$ cat src/rtl/uart_tx_fifo.sv
// UART transmitter with a small word FIFO in front of the serialiser.
// Queued words go out as back-to-back frames: start, data LSB first, optional parity, stop bits.
module uart_tx_fifo #(
    parameter int CLK_DIV    = 5208,
    parameter int DATA_BITS  = 8,
    parameter int PARITY     = 0,
    parameter int STOP_BITS  = 1,
    parameter int FIFO_DEPTH = 4
) (
    input  logic                               clk,
    input  logic                               reset,
    input  logic [DATA_BITS-1:0]               inData,
    input  logic                               inValid,
    output logic                               inReady,
    output logic                               outTx,
    output logic                               busy,
    output logic [$clog2(FIFO_DEPTH+1)-1:0]    fifoCount
);

    localparam int CNT_W = $clog2(FIFO_DEPTH + 1);
    localparam int PTR_W = $clog2(FIFO_DEPTH);
    localparam int DIV_W = (CLK_DIV > 2) ? $clog2(CLK_DIV) : 1;

    typedef enum logic [2:0] {
        S_IDLE   = 3'd0,
        S_START  = 3'd1,
        S_DATA   = 3'd2,
        S_PARITY = 3'd3,
        S_STOP   = 3'd4
    } state_t;

    state_t                 state_q, state_d;
    logic [DIV_W-1:0]       div_q, div_d;
    logic [3:0]             bit_q, bit_d;
    logic [DATA_BITS-1:0]   shift_q, shift_d;
    logic                   par_q, par_d;
    logic                   tx_q, tx_d;
    logic [PTR_W-1:0]       wr_ptr_q, rd_ptr_q;
    logic [CNT_W-1:0]       count_q;
    logic [DATA_BITS-1:0]   mem [FIFO_DEPTH];

    logic                   push;
    logic                   pop;
    logic                   div_last;
    logic [DATA_BITS-1:0]   head;
    logic                   head_par;

    assign inReady   = (count_q != CNT_W'(FIFO_DEPTH));
    assign push      = inValid && inReady;
    assign div_last  = (div_q == DIV_W'(CLK_DIV - 1));
    assign head      = mem[rd_ptr_q];
    // Odd parity makes the total count of ones odd, so it is the inverted XOR reduction.
    assign head_par  = (PARITY == 1) ? ~(^head) : (^head);

    assign outTx     = tx_q;
    assign busy      = (state_q != S_IDLE);
    assign fifoCount = count_q;

    always_comb begin
        state_d = state_q;
        div_d   = div_q;
        bit_d   = bit_q;
        shift_d = shift_q;
        par_d   = par_q;
        tx_d    = tx_q;
        pop     = 1'b0;

        if (state_q != S_IDLE) begin
            div_d = div_last ? '0 : div_q + DIV_W'(1);
        end

        case (state_q)
            S_IDLE: begin
                tx_d  = 1'b1;
                div_d = '0;
                bit_d = '0;
                if (count_q != '0) begin
                    pop     = 1'b1;
                    shift_d = head;
                    par_d   = head_par;
                    tx_d    = 1'b0;
                    state_d = S_START;
                end
            end
            S_START: begin
                if (div_last) begin
                    state_d = S_DATA;
                    bit_d   = '0;
                    tx_d    = shift_q[0];
                end
            end
            S_DATA: begin
                if (div_last) begin
                    shift_d = shift_q >> 1;
                    if (bit_q == 4'(DATA_BITS - 1)) begin
                        bit_d = '0;
                        if (PARITY != 0) begin
                            state_d = S_PARITY;
                            tx_d    = par_q;
                        end else begin
                            state_d = S_STOP;
                            tx_d    = 1'b1;
                        end
                    end else begin
                        bit_d = bit_q + 4'd1;
                        tx_d  = shift_q[1];
                    end
                end
            end
            S_PARITY: begin
                if (div_last) begin
                    state_d = S_STOP;
                    bit_d   = '0;
                    tx_d    = 1'b1;
                end
            end
            S_STOP: begin
                if (div_last) begin
                    bit_d = bit_q + 4'd1;
                    if (bit_q == 4'(STOP_BITS - 1)) begin
                        bit_d = '0;
                        // A waiting word starts immediately, with no idle bit between frames.
                        if (count_q != '0) begin
                            pop     = 1'b1;
                            shift_d = head;
                            par_d   = head_par;
                            tx_d    = 1'b0;
                            state_d = S_START;
                        end else begin
                            tx_d    = 1'b1;
                            state_d = S_IDLE;
                        end
                    end
                end
            end
            default: begin
                state_d = S_IDLE;
                tx_d    = 1'b1;
            end
        endcase
    end

    always_ff @(posedge clk) begin
        if (reset) begin
            state_q  <= S_IDLE;
            div_q    <= '0;
            bit_q    <= '0;
            shift_q  <= '0;
            par_q    <= 1'b0;
            tx_q     <= 1'b1;
            wr_ptr_q <= '0;
            rd_ptr_q <= '0;
            count_q  <= '0;
        end else begin
            state_q <= state_d;
            div_q   <= div_d;
            bit_q   <= bit_d;
            shift_q <= shift_d;
            par_q   <= par_d;
            tx_q    <= tx_d;
            if (push) wr_ptr_q <= wr_ptr_q + PTR_W'(1);
            if (pop)  rd_ptr_q <= rd_ptr_q + PTR_W'(1);
            case ({push, pop})
                2'b10:   count_q <= count_q + CNT_W'(1);
                2'b01:   count_q <= count_q - CNT_W'(1);
                default: count_q <= count_q;
            endcase
        end
    end

    // Storage needs no reset; the count and pointers define which entries are live.
    always_ff @(posedge clk) begin
        if (push) mem[wr_ptr_q] <= inData;
    end

endmodule

$ cat config.mk
export PLATFORM = sky130hd
export DESIGN_NAME = uart_tx_fifo
export DESIGN_NICKNAME = d
export VERILOG_FILES = /design/src/rtl/uart_tx_fifo.sv
export SDC_FILE = /design/constraint.sdc
export NUM_CORES = 1
export LEC_CHECK = 0
export CORE_ASPECT_RATIO = 2
export CORE_MARGIN = 5
export CORE_UTILIZATION = 25
export DETAILED_ROUTE_END_ITERATION = 8
export PLACE_DENSITY = 0.43
export SKIP_CTS_REPAIR_TIMING = 1
export SLEW_MARGIN = 20
export SYNTH_ARGS = -nofsm -noshare
export SYNTH_HDL_FRONTEND = slang
export SYNTH_SLANG_ARGS = --single-unit
$ cat constraint.sdc
create_clock -name clk -period 5.9 [get_ports clk]
set_clock_uncertainty 0.15 [all_clocks]
set_input_delay 0.59 -clock clk [delete_from_list [all_inputs] [get_ports clk]]
set_output_delay 0.59 -clock clk [all_outputs]
set_load 0.01 [all_outputs]
==> results of run 1 <==
report_power, final:
group	internal, W	total [W]	switching [W]
logic	0.000162	0.000337	0.000176
clock network	0.000326	0.000526	0.000201
registers	0.000578	0.000636	0.0000575
total	0.00107	0.00150	0.000434
final timing paths:
path / to / cells past startpoint / slack, ps
worst max-delay path: fifoCount[2] / 11 / 2620
worst min-delay path: div_q[0] / 1 / 300
worst max register to register: fifoCount[2] / 11 / 2620
worst min register to register: div_q[0] / 1 / 300
synthesized netlist by cell type (all sizes together), types with 3 or more instances:
master   n
dfxtp   38
edfxtp  32
nor2    30
a21oi   16
nand2   16
inv     14
and3    10
a211oi   9
nand3    9
ha       8
mux4     8
clkbuf   7
mux2i    7
xnor2    7
xor2     7
o21ai    6
buf      5
nor3     5
nand2b   3
nand3b   3
nor2b    3
nor3b    3
or3      3
kinds of logic (layout without fill, tap and decap cells):
group | Yosys count | in the layout | share of synthesized area
adder cells (fa/ha/maj) | 11 | 11 | 0.0460
multiplexers | 16 | 16 | 0.0850
AND/OR/NAND/NOR | 94 | 94 | 0.157
buffers and inverters | 26 | 48 | 0.0346
AO/OA/AOI/OAI | 38 | 38 | 0.0781
XOR/XNOR | 14 | 14 | 0.0399
flip-flops | 70 | 70 | 0.560
flip-flops by register name (all words and copies together) (netlist names), 2 cells and up, named ones only:
register / count
bit_q: 4
div_q: 13
shift_q: 8
state_q: 3
rd_ptr_q: 2
wr_ptr_q: 2
mem: 32
fifoCount: 3
layer usage:
metal / part of all wire / vias to the layer above / track usage
met1: 0.37 / 951 / 0.0908
li1: - / 997 / -
met2: 0.58 / 29 / 0.177
met4: 0.024 / 0 / 0.0447
met5: 0 / - / 0
met3: 0.025 / 11 / 0.0193
final cells by class:
type / count / area share
flip-flops and latches: 70 / 0.469
multi-input cells: 173 / 0.340
clock buffers: 10 / 0.0624
well taps: 147 / 0.0501
repair buffers: 18 / 0.0477
clock inverters: 6 / 0.0170
inverters: 14 / 0.0143
metrics by stage:
| step | utilization | total power (W) | worst slack (ps) |
|---|---|---|---|
| 6_report | 0.303 | 0.00150 | 2620 |
| 5_1_grt | 0.303 | 0.00159 | 2460 |
| 4_1_cts | 0.303 | 0.00153 | 2610 |
| 3_5_place_dp | 0.279 | 0.000995 | 2640 |
| 3_3_place_gp | 0.279 | 0.000994 | 2710 |
| 2_1_floorplan | - | 0.000880 | 2780 |
critical path, stage by stage, from the launching register on:
cell     delay, ps
dfxtp_1        330
or4_4          540
or4_4          570
o21ai_0        230
nand2_1        100
inv_1           80
ha_1           180
inv_1           60
fa_1           380
xor2_1         160
or3_1          300
a21oi_1        140
==> results.tsv, run 1 <==
stage	metric	value	unit
synthesis	Async SR Flop Fraction	0	
sta	Period Utilization, post-route	0.555	
synthesis	syn avg cell area	11.4	um^2
cts	CTS buffer count	9	
route	post-DR wirelength/cell	14.5	um
floorplan	Die Span X	88.4	um
power	Leak	1.24	nW
cts	clk buf depth	2	
finish	Final #Nets	306	
finish	most common cell after layout, fill and taps aside	dfxtp_1	
finish	# fillers	1276	
finish	final instance area	3670	um^2
sta	final hold violation count	0	
floorplan	Die Ht	167	um
cts	clock slew at reported path FFs	60	ps
route	Initial DRC Count	131	
grt	vias in the first global route	2068	
floorplan	I/O pins	17	
worst_hold_path	Hold/Removal Path Class	reg -> reg	
sta	final setup vio count	0	
run_status	status	finished clean	
synthesis	synth unique cells	44	
finish	FF+latch area	1720	um^2
cts	CTS Root Cell	clkbuf_16	
cts	clock latency on the worst-skew pair	330	ps
synthesis	share of the synthesized area in the top cell type	0.312	
cts	clock sink count	70	
critical_path	Worst setup EP type	flip-flop	
synthesis	yosys warns	0	
floorplan	Die ar.	14800	um^2
critical_path	CP Max Fanout	10	
critical_path	startpoint class of the critical path	flip-flop	
sta	Hold Worst Slack	295	ps
floorplan	Row Count	57	
sta	Fin Setup TNS	0	ps
sta	min Tclk post-route	3280	ps
power	Peak VDD IR	230	uV
grt	largest net degree at the start of global routing	29	
finish	layout cells sized above 1	0.103	
floorplan	Core Box Area	12100	um^2
cts	htree depth	3	
route	drt pass-1 iters	4	
synthesis	Post-synth EDFFs	32	
finish	area of the multi-input gates	1250	um^2
grt	GRT overflow	0	
sta	f_max	305	MHz
finish	commonest cells after routing, fill and taps aside	dfxtp_1, edfxtp_1, nor2_1	
finish	Non-Filler Instances	438	
synthesis	post-synthesis instance area	3080	um^2
grt	first-pass GRT wire length	10.3	mm
sta	Max transition margin	0.376	
sta	worst-margin pin slew	934	ps
sta	RSZ-0062 raised after global routing	false	
placement	Post-Place Cells	422	
grt	All-Layer GR Usage	0.0932	
route	Avg Vias per Cell	4.54	
critical_path	critical path type	reg -> reg	
placement	detailed placement HPWL	4.63	mm
placement	DP Area	3380	um^2
route	routed via count	1988	
job	MaxCap Viol Count	0	
sta	fin. max-slew vios	0	
critical_path	reg-to-reg startpoint	div_q[3]	
route	wirelength, routed	6.33	mm
grt	initial antenna violation count	0	
finish	diode count	0	
synthesis	Post-Syn Instances	269	
placement	IO Port Bufs	16	
synthesis	flops & latches, synth	70	
critical_path	Setup crit start	div_q[3]	
route	DRC viols	0	
power	power density cells	408	nW/um^2
critical_path	Crit path required time	6010	ps
placement	gpl congestion	0.751	
worst_hold_path	hold path startpoint	div_q[0]	
cts	CTS tree	done	
synthesis	Synth area leaders	edfxtp_1, dfxtp_1, mux4_2	
finish	Area Growth Syn to Fin	19.4	%
synthesis	leading register cell type out of synthesis	dfxtp_1	
synthesis	sequential area share after synthesis	0.560	
synthesis	syn_nets	289	
synthesis	Synth area leader	edfxtp_1	
route	antenna-violating nets left	0	
critical_path	Critical Path AT	3380	ps
floorplan	initial core utilization	0.254	
No activity file was read; power rests on OpenSTA's default activity.
==> inputs of run 2 (changes only) <==
clock period = 3.1 ns   (was 5.9 ns; I/O delays follow)
==> run 2 against run 1 <==
  * Clock-buffer cell count shrank 1
  * Wire length grew 1.3%
  * Highest routed layer unchanged
  * Final cell count grew 2.3%
  * Combinational power grew 100%
  * Critical endpoint unchanged
  * Die area is the same
==> results.tsv, run 2 (synthesized netlist as in run 1, its figures left out) <==
stage	metric	value	unit
route	drt pass-1 iters	4	
floorplan	initial core utilization	0.254	
job	MaxCap Viol Count	0	
cts	CTS tree	done	
cts	CTS buffer count	9	
floorplan	Die ar.	14800	um^2
sta	worst-margin pin slew	609	ps
critical_path	startpoint class of the critical path	flip-flop	
sta	PnR worst setup slack	61.8	ps
critical_path	critical path cell sequence	or4_4 -> or4_4 -> o21ai_2 -> nand2_1 -> inv_1 -> ha_2 -> inv_1 -> fa_1 -> xor2_1 -> or3_1 -> a21oi_1	
cts	clk buf depth	2	
sta	Period Utilization, post-route	0.980	
sta	Max transition margin	0.590	
cts	CTS Root Cell	clkbuf_16	
finish	Final #Nets	316	
floorplan	Core Box Area	12100	um^2
cts	htree depth	3	
critical_path	Critical Path AT	3150	ps
critical_path	CP Max Fanout	2	
critical_path	worst reg-to-reg path cell count	11	
power	Peak VDD IR	423	uV
route	wirelength, routed	6.42	mm
critical_path	Worst setup EP type	flip-flop	
worst_hold_path	Hold/Removal Path Class	reg -> reg	
route	routed via count	2056	
route	antenna-violating nets left	0	
sta	f_max	329	MHz
power	power density cells	807	nW/um^2
placement	worst slack, placed	23.6	ps
route	Avg Vias per Cell	4.59	
finish	largest reg by FF count	mem	
route	Initial DRC Count	115	
finish	diode count	0	
critical_path	critical path type	reg -> reg	
finish	# fillers	1246	
run_status	status	finished clean	
sta	final setup vio count	0	
placement	IO Port Bufs	16	
placement	gpl congestion	0.779	
finish	Area Growth Syn to Fin	24.2	%
finish	layout cells sized above 1	0.150	
grt	vias in the first global route	2103	
floorplan	I/O pins	17	
critical_path	critical path's slowest cell	or4_4	
finish	Layout Utilization	0.315	
placement	detailed placement HPWL	4.78	mm
route	DRC viols	0	
floorplan	Die Ht	167	um
grt	All-Layer GR Usage	0.0947	
floorplan	Row Count	57	
power	Leak	1.31	nW
grt	initial antenna violation count	0	
worst_hold_path	hold path depth	2	
grt	first-pass GRT wire length	10.5	mm
finish	flip-flop count of the largest register after layout	32	
sta	fin. max-slew vios	0	
grt	GRT overflow	0	
floorplan	Die Span X	88.4	um
cts	clock sink count	70	
sta	final hold violation count	0	
route	post-DR wirelength/cell	14.3	um
critical_path	Crit path required time	3210	ps
finish	most common cell after layout, fill and taps aside	dfxtp_1	
finish	Largest regs	mem x32, div_q x13, shift_q x8	
grt	largest net degree at the start of global routing	17	
critical_path	max incr delay on CP	530	ps
cts	clock slew at reported path FFs	60	ps
sta	min Tclk post-route	3040	ps
cts	clock latency on the worst-skew pair	330	ps
finish	commonest cells after routing, fill and taps aside	dfxtp_1, edfxtp_1, nor2_1	
run 2: layout make-up:
type	instances	area (um^2)	area share
sequential	70	1720	0.451
multi-input combinational	173	1270	0.331
timing repair buffer	28	250	0.0655
clock buffer	9	225	0.0590
tap	147	184	0.0481
clock inverter	7	120	0.0314
inverter	14	52.6	0.0138
run 2: power breakdown:
| group | switching, W | total, W | internal (W) |
|---|---|---|---|
| sequential | 0.000113 | 0.00121 | 0.00110 |
| combinational | 0.000343 | 0.000680 | 0.000337 |
| clock | 0.000397 | 0.00119 | 0.000789 |
| total | 0.000854 | 0.00308 | 0.00223 |
run 2: through the flow:
step           hold WS (ps)  instances  setup TNS, ps  total power (W)  area (um^2)
3_5_place_dp            286        430              0          0.00191         3440
5_1_grt                 359        448          -41.4          0.00325         3820
2_1_floorplan           259        269              0          0.00168         3080
4_1_cts                 295        446              0          0.00311         3790
6_report                322        448              0          0.00308         3820
3_3_place_gp            272        430              0          0.00190         3440
run 2: critical path: cells and delay by family (launching register included):
| family | cells | cell delay, ps |
|---|---|---|
| compound gates | 2 | 310 |
| xor+xnor | 1 | 160 |
| fa+ha+maj | 2 | 550 |
| buf+inv | 2 | 120 |
| flops | 1 | 310 |
| simple gates | 4 | 1370 |
run 2: metal layers:
| metal | global-route usage | vias up | wire length [um] |
|---|---|---|---|
| met2 | 0.176 | 29 | 3730 |
| met5 | 0 | - | 0 |
| met3 | 0.0217 | 18 | 163 |
| met4 | 0.0546 | 0 | 221 |
| met1 | 0.0905 | 987 | 2300 |
| li1 | - | 1022 | - |
run 2: worst paths after layout:
check        startpoint      endpoint  slack [ps]
max            div_q[3]  fifoCount[2]          60
min          shift_q[7]    shift_q[7]         320
max reg2reg    div_q[3]  fifoCount[2]          60
min reg2reg  shift_q[7]    shift_q[7]         320
